## src/rtl/conv_pkg.sv

```systemverilog
// Shared definitions for the rate-1/2, K=3 convolutional code.
// Generators and packing live here so the encoder and its decoder agree.
`timescale 1ns/1ps
package conv_pkg;

    localparam int          MAX_BITS = 7;
    localparam int          EST_W    = 2 * MAX_BITS;
    localparam int          SIZE_W   = $clog2(MAX_BITS + 1);
    localparam logic [2:0]  G0       = 3'b111;
    localparam logic [2:0]  G1       = 3'b101;

    typedef enum logic [1:0] {
        IDLE   = 2'd0,
        ENCODE = 2'd1,
        DONE   = 2'd2
    } state_t;

    // {c0, c1}
    typedef logic [1:0] pair_t;

endpackage

```

## src/rtl/conv_enc_core.sv

```systemverilog
// One trellis step: code pair and next shift state for input bit u.
`timescale 1ns/1ps
module conv_enc_core
    import conv_pkg::*;
(
    input  logic  u,
    input  logic  s0,
    input  logic  s1,
    output pair_t pair,
    output logic  s0_next,
    output logic  s1_next
);

    logic [2:0] taps;

    assign taps    = {u, s0, s1};
    assign pair    = {^(G0 & taps), ^(G1 & taps)};
    assign s0_next = u;
    assign s1_next = s0;

endmodule

```

## src/rtl/conv_encoder.sv

```systemverilog
// Convolutional encoder: one data bit per clock, MSB of the used field first,
// pairs packed MSB-first into estring in the layout the decoder consumes.
`timescale 1ns/1ps
module conv_encoder
    import conv_pkg::*;
(
    input  logic                clk,
    input  logic                rst,
    input  logic                start,
    input  logic [MAX_BITS-1:0] dstring,
    input  logic [SIZE_W-1:0]   size,
    output logic [EST_W-1:0]    estring,
    output pair_t               code_pair,
    output logic                code_valid,
    output logic                busy,
    output logic                done
);

    // Handshake: start is sampled on a rising edge and accepted only when the
    // FSM is in IDLE or DONE; dstring/size are captured on that same edge.
    // done is a one-cycle pulse; estring is stable from done until the next
    // accepted start. code_valid marks each cycle holding a fresh code_pair.

    state_t              state, state_next;
    logic [MAX_BITS-1:0] data_q;
    logic [SIZE_W-1:0]   cnt;
    logic                s0, s1;
    logic                accept;
    logic                u;
    pair_t               pair;
    logic                s0_next, s1_next;
    logic [3:0]          pos;

    assign accept = start && (state != ENCODE);
    assign u      = data_q[cnt - 3'd1];
    assign pos    = {cnt - 3'd1, 1'b0};
    assign busy   = (state == ENCODE);
    assign done   = (state == DONE);

    conv_enc_core u_core (
        .u       (u),
        .s0      (s0),
        .s1      (s1),
        .pair    (pair),
        .s0_next (s0_next),
        .s1_next (s1_next)
    );

    always_ff @(posedge clk or posedge rst) begin
        if (rst) state <= IDLE;
        else     state <= state_next;
    end

    always_comb begin
        state_next = state;
        case (state)
            IDLE, DONE: begin
                if (accept) state_next = (size == '0) ? DONE : ENCODE;
                else        state_next = IDLE;
            end
            ENCODE: begin
                if (cnt == 3'd1) state_next = DONE;
            end
            default: state_next = IDLE;
        endcase
    end

    always_ff @(posedge clk or posedge rst) begin
        if (rst) begin
            data_q     <= '0;
            cnt        <= '0;
            s0         <= 1'b0;
            s1         <= 1'b0;
            estring    <= '0;
            code_pair  <= '0;
            code_valid <= 1'b0;
        end else begin
            code_valid <= 1'b0;
            if (accept) begin
                data_q  <= dstring;
                cnt     <= size;
                estring <= '0;
                s0      <= 1'b0;
                s1      <= 1'b0;
            end else if (state == ENCODE) begin
                // Pair for the bit at position cnt-1 lands at estring[2*(cnt-1) +: 2].
                estring[pos +: 2] <= pair;
                code_pair         <= pair;
                code_valid        <= 1'b1;
                cnt               <= cnt - 3'd1;
                s0                <= s0_next;
                s1                <= s1_next;
            end
        end
    end

endmodule

```

## config.mk

```make
export PLATFORM = sky130hd
export DESIGN_NAME = conv_encoder
export DESIGN_NICKNAME = d
export VERILOG_FILES = /design/src/rtl/conv_pkg.sv /design/src/rtl/conv_enc_core.sv /design/src/rtl/conv_encoder.sv
export SDC_FILE = /design/constraint.sdc
export NUM_CORES = 1
export LEC_CHECK = 0
export CAP_MARGIN = 20
export CORE_AREA = 8 8 59 71
export CTS_BUF_LIST = sky130_fd_sc_hd__clkbuf_4
export CTS_CLUSTER_DIAMETER = 150
export CTS_CLUSTER_SIZE = 40
export DETAILED_ROUTE_END_ITERATION = 10
export DIE_AREA = 0 0 67 79
export GPL_TIMING_DRIVEN = 1
export PLACE_DENSITY = 0.74
export SLEW_MARGIN = 20
export SYNTH_ARGS = -nofsm -noshare
export SYNTH_HDL_FRONTEND = slang
export SYNTH_SLANG_ARGS = --single-unit
```

## constraint.sdc

```tcl
create_clock -name clk -period 2.8 [get_ports clk]
set_input_delay 0.56 -clock clk [delete_from_list [all_inputs] [get_ports clk]]
set_output_delay 0.56 -clock clk [all_outputs]
set_load 0.1 [all_outputs]
```

# Word level (Yosys, flattened, before mapping)
# Cells that the tools add are included.
# word_totals
register_bits	31
input_bits	13
out_inout_bits	19
# op_classes
add_sub_neg	2
n_lt_le_gt_ge	1
eq_ne	5
shift	2
n_mux	17
bitwise	1
reduce_logical	8
# op_table
op	n
$mux 14	2
$bwmux 14	1
$shift 2x6->14 const A	1
$shiftx 2x6->14	1
$mux 1	7
$mux 2	3
$mux 3	2
$neg 4->6	1
$reduce_xor 3->1	2
$lt 3x4->1 const B	1
$ne 2x1->1 const B	2
$pmux 2 s2	1
$bmux 1 s3	1
$eq 3x1->1 const B	1
$logic_not 3->1	1
$sub 3x1->3 const B	1
$eq 2x1->1 const B	1
$eq 2x2->1 const B	1
$logic_not 2->1	1
$reduce_and 2->1	1
$reduce_bool 2->1	1
$reduce_or 2->1	1
$logic_and 1x1->1	1
$not 1->1	1

# Longest topological paths before layout
# depth
word_depth	8
ltp_mapped	9
ltp_nobuf	8

# By module
# From an unflattened synthesis, not the netlist that was laid out.
# unflattened
cells_unflattened	153
hier_area_um2	1645.3
# by_module_without_submodules
module	instances	cells_each	area_each_um2
conv_encoder	1	149	1597.8
conv_enc_core	1	4	47.5

# Worst setup path after synthesis
# No wires, ideal clock.
# synth_timing
path_type	flip-flop to flip-flop
start	register cnt[0]
end	register estring[0]
arrival_time_ps	2327
required_time_ps	2721
path_slack_ps	394
path_stages_with_launch	9
period_less_slack_ps	2406
cell_sequence	dfrtp_1 > buf_2 > inv_1 > ha_1 > xor2_2 > inv_2 > ha_1 > nor4b_1 > mux2i_1
# synth_between
elab_chain_cells	8
elab_cells_between_ends	11
classes_between	add/sub: 2; shift: 2; mux: 5; reduce/logical: 2
# synth_lines
element	line	source
from (decl)	conv_encoder.sv:26	logic [SIZE_W-1:0] cnt;
from (signal assigned)	conv_encoder.sv:81	cnt <= size;
from (signal assigned)	conv_encoder.sv:90	cnt <= cnt - 3'd1;
$sub 3x1->3 *	conv_encoder.sv:35, conv_encoder.sv:36	
$bmux 1 s3	conv_encoder.sv:35	assign u = data_q[cnt - 3'd1];
$mux 1 (implied by the code)	conv_encoder.sv:35	
$reduce_xor 3->1	conv_enc_core.sv:17	assign pair = {^(G0 & taps), ^(G1 & taps)};
$shiftx 2x6->14	conv_encoder.sv:87	estring[pos +: 2] <= pair;
$bwmux 14 *	conv_encoder.sv:87	
$mux 14 *	conv_encoder.sv:85	end else if (state == ENCODE) begin
$mux 14 *	conv_encoder.sv:79	if (accept) begin
to (signal, indexed assignment)	conv_encoder.sv:87	
to (decl)	conv_encoder.sv:12	output logic [EST_W-1:0] estring,
# Every way passes the cells marked *; elsewhere a longest branch is shown, timed or not. The select of a mux whose other input is x is not followed.
# A chain may end at the register's enable or synchronous reset.

# Worst setup path after layout
# layout_timing
start	register cnt[1]
end	register estring[0]
# Same word-level chain as after synthesis.

==> impl_metrics.csv <==
group,metric,value,unit
floorplanning,io-pin-count,32,
detailed_routing,drtIter0Drc,33,
worst_setup_path,slowest_delay,0.58,ns
worst_setup_path,slowest_stage,"nor4b_1",
grt,grt_pass1_vias,1153,
clock_tree,ctsRootBufferMaster,"clkbuf_4",
timing,setup_viol,0,
yosys,yosysSeqAreaShare,0.511,
grt,grt_pass1_wl,5200,µm
worst_setup_path,path_max_fanout,7,
yosys,synth_area_leaders,"dfrtp_1, mux2_2, nand3_1",
finish,drive_above_1_share,0.271,
yosys,ys_types,33,
worst_setup_path,cpMostUsedCell,"ha_1",
finish,n_fill_cell,289,
worst_setup_path,end_kind,"flip-flop",
clock_tree,h-tree-depth,2,
timing,relSlewSlack,0.534,
detailed_routing,drt-pass1-iter-count,4,
worst_setup_path,critical_path_class,"reg2reg",
clock_tree,cts_tree,"done",
yosys,synth-seq-cells,31,
timing,period_minus_slack,2.44,ns
worst_setup_path,required,3.06,ns
detailed_routing,ant_nets,0,
detailed_routing,drt-total-wl,3110,µm
floorplanning,die_h,79,µm
job,max_cap_viol_count,0,
yosys,syn_inst,134,
floorplanning,core,3170,µm²
timing,fin_worst_skew,0.00528,ns
finish,multi_input_area,701,µm²
floorplanning,initial_core_util,0.480,
timing,grt_setup_unrepaired,"false",
placement,dp_hpwl,2380,µm
detailed_routing,drcViolationCount,0,
clock_tree,clk_pin_slew,0.09,ns
clock_tree,cts_setup_buffers,0,
finish,n_antenna_cell,0,
grt,grt-ovfl-total,0,
finish,regArea,776,µm²
detailed_routing,viasPerCell,5.41,
yosys,synth_top_area_frac,0.511,
yosys,async_flop_share,1.00,
finish,final_net_count,188,
yosys,synth_common_cells,"dfrtp_1, nand3_1, nand2_1, o21ai_0, mux2_2",
clock_tree,cts_sinks,31,
worst_setup_path,start_kind,"flip-flop",
clock_tree,clk_latency,0.33,ns
clock_tree,cts_resized,0,
timing,hold_violations,0,
clock_tree,numCtsBuffers,5,
placement,dp.cells,199,
worst_setup_path,worstPathCellList,"inv_1 -> ha_1 -> xor2_2 -> inv_2 -> ha_1 -> nor4b_1 -> mux2i_1",
detailed_routing,vias,1119,
timing,tns,0,ns
yosys,yosysTopAreaCell,"dfrtp_1",
floorplanning,die_width,67,µm
clock_tree,cts_buffer_depth,2,
yosys,synth_nets,153,
floorplanning,num_rows,23,
grt,grt_max_degree,32,
yosys,synth_edf_count,0,
timing,max_freq,410,MHz
yosys,synth-main-ff-cell,"dfrtp_1",
detailed_routing,wl_per_cell,15.0,µm
status,status,"completed",
floorplanning,die-area,5290,µm²
timing,drv_slew,0,
finish,area_growth,23.5,%
yosys,syn_avg_cell_area,11.3,µm²
placement,io_buffers,31,
finish,fin_cells,207,
grt,antenna_found_initial,0,
worst_setup_path,arrival,2.70,ns
yosys,yosys_warnings,0,
clock_tree,postCtsHoldBufs,0,
timing,max_slew.worst_pin.slew,0.698,ns
yosys,syn_area,1520,µm²
timing,timing.final.crit_share,0.871,
yosys,synth.most_common_cell,"dfrtp_1",
grt,grt_usage,0.128,
hold_path,min_path_type,"reg2reg",
placement,gp_congestion,0.805,
## critical path, delay by kind of cell (launching register included)
family / cells / cell delay [ns]
fa+ha+maj: 2 / 0.60
simple gates: 1 / 0.58
xor+xnor: 1 / 0.27
buf+inv: 2 / 0.25
flops: 1 / 0.41
mux: 1 / 0.26
## cell families (layout without fill, tap and decap cells)
logic type	after synthesis	count (layout)	synth area share
flip-flops	31	31	0.511
AND/OR/NAND/NOR	43	43	0.148
AO/OA/AOI/OAI	27	27	0.132
adder cells (fa/ha/maj)	6	6	0.0494
XOR/XNOR	4	4	0.0379
buffers and inverters	11	47	0.0280
multiplexers	12	12	0.0939
## layout make-up
class	count	share of cell area
Timing Repair Buffer	33	0.148
Clock inverter	2	0.00400
Tap cell	37	0.0247
Inverter	6	0.0120
Clock buffer	6	0.0240
Multi-Input combinational cell	92	0.374
Sequential cell	31	0.414
## path summary, 6_finish.rpt
check / start / to / slack [ns] / depth (start not counted)
min in group asynchronous: rst / estring[3]$_DFFE_PP0P_ / 0.60 / 3
worst min register to register: state[0]$_DFFE_PP0P_ / state[1]$_DFFE_PP0P_ / 0.50 / 1
worst max register to register: cnt[1]$_DFFE_PP0P_ / estring[0]$_DFFE_PP0P_ / 0.36 / 7
worst max-delay path: cnt[1]$_DFFE_PP0P_ / estring[0]$_DFFE_PP0P_ / 0.36 / 7
max in group asynchronous: rst / estring[11]$_DFFE_PP0P_ / 1.92 / 3
worst min-delay path: state[0]$_DFFE_PP0P_ / state[1]$_DFFE_PP0P_ / 0.50 / 1
## metrics by stage
step	util	setup WS, ns	cell area (µm²)	hold WS, ns
floorplan	-	0.394	1520	0.459
finish	0.592	0.360	1880	0.499
detailed placement	0.576	0.381	1820	0.491
CTS	0.592	0.357	1880	0.505
global route	0.592	0.141	1880	0.518
global placement	0.576	0.480	1820	0.471
## metal layers
layer / track usage / routed length (µm)
met5: 0 / 0
met4: 0.0587 / 56
met3: 0.0563 / 206
met2: 0.218 / 1590
met1: 0.130 / 1260
## placed cells by master (no fill, tap or decap), types with 2 or more instances in the layout
master,instances
a21oi_1,2
buf_4,21
clkbuf_4,6
clkdlybuf4s50_1,12
clkinv_1,2
dfrtp_1,31
ha_1,6
inv_1,5
mux2_2,8
mux2i_1,3
nand2_1,14
nand3_1,17
nand3b_1,2
nor2b_1,3
o21ai_0,11
o21ai_1,2
o31ai_1,6
xor2_2,2
## state kept, by name, indices dropped and copies added, names as in the netlist
name / count
s1: 1
cnt: 3
data_q: 7
code_pair: 2
estring: 14
state: 2
code_valid: 1
s0: 1
Power is left out: the tool's default activity adds up to more than one toggle a clock period on the data nets, which glitch-free logic cannot reach.
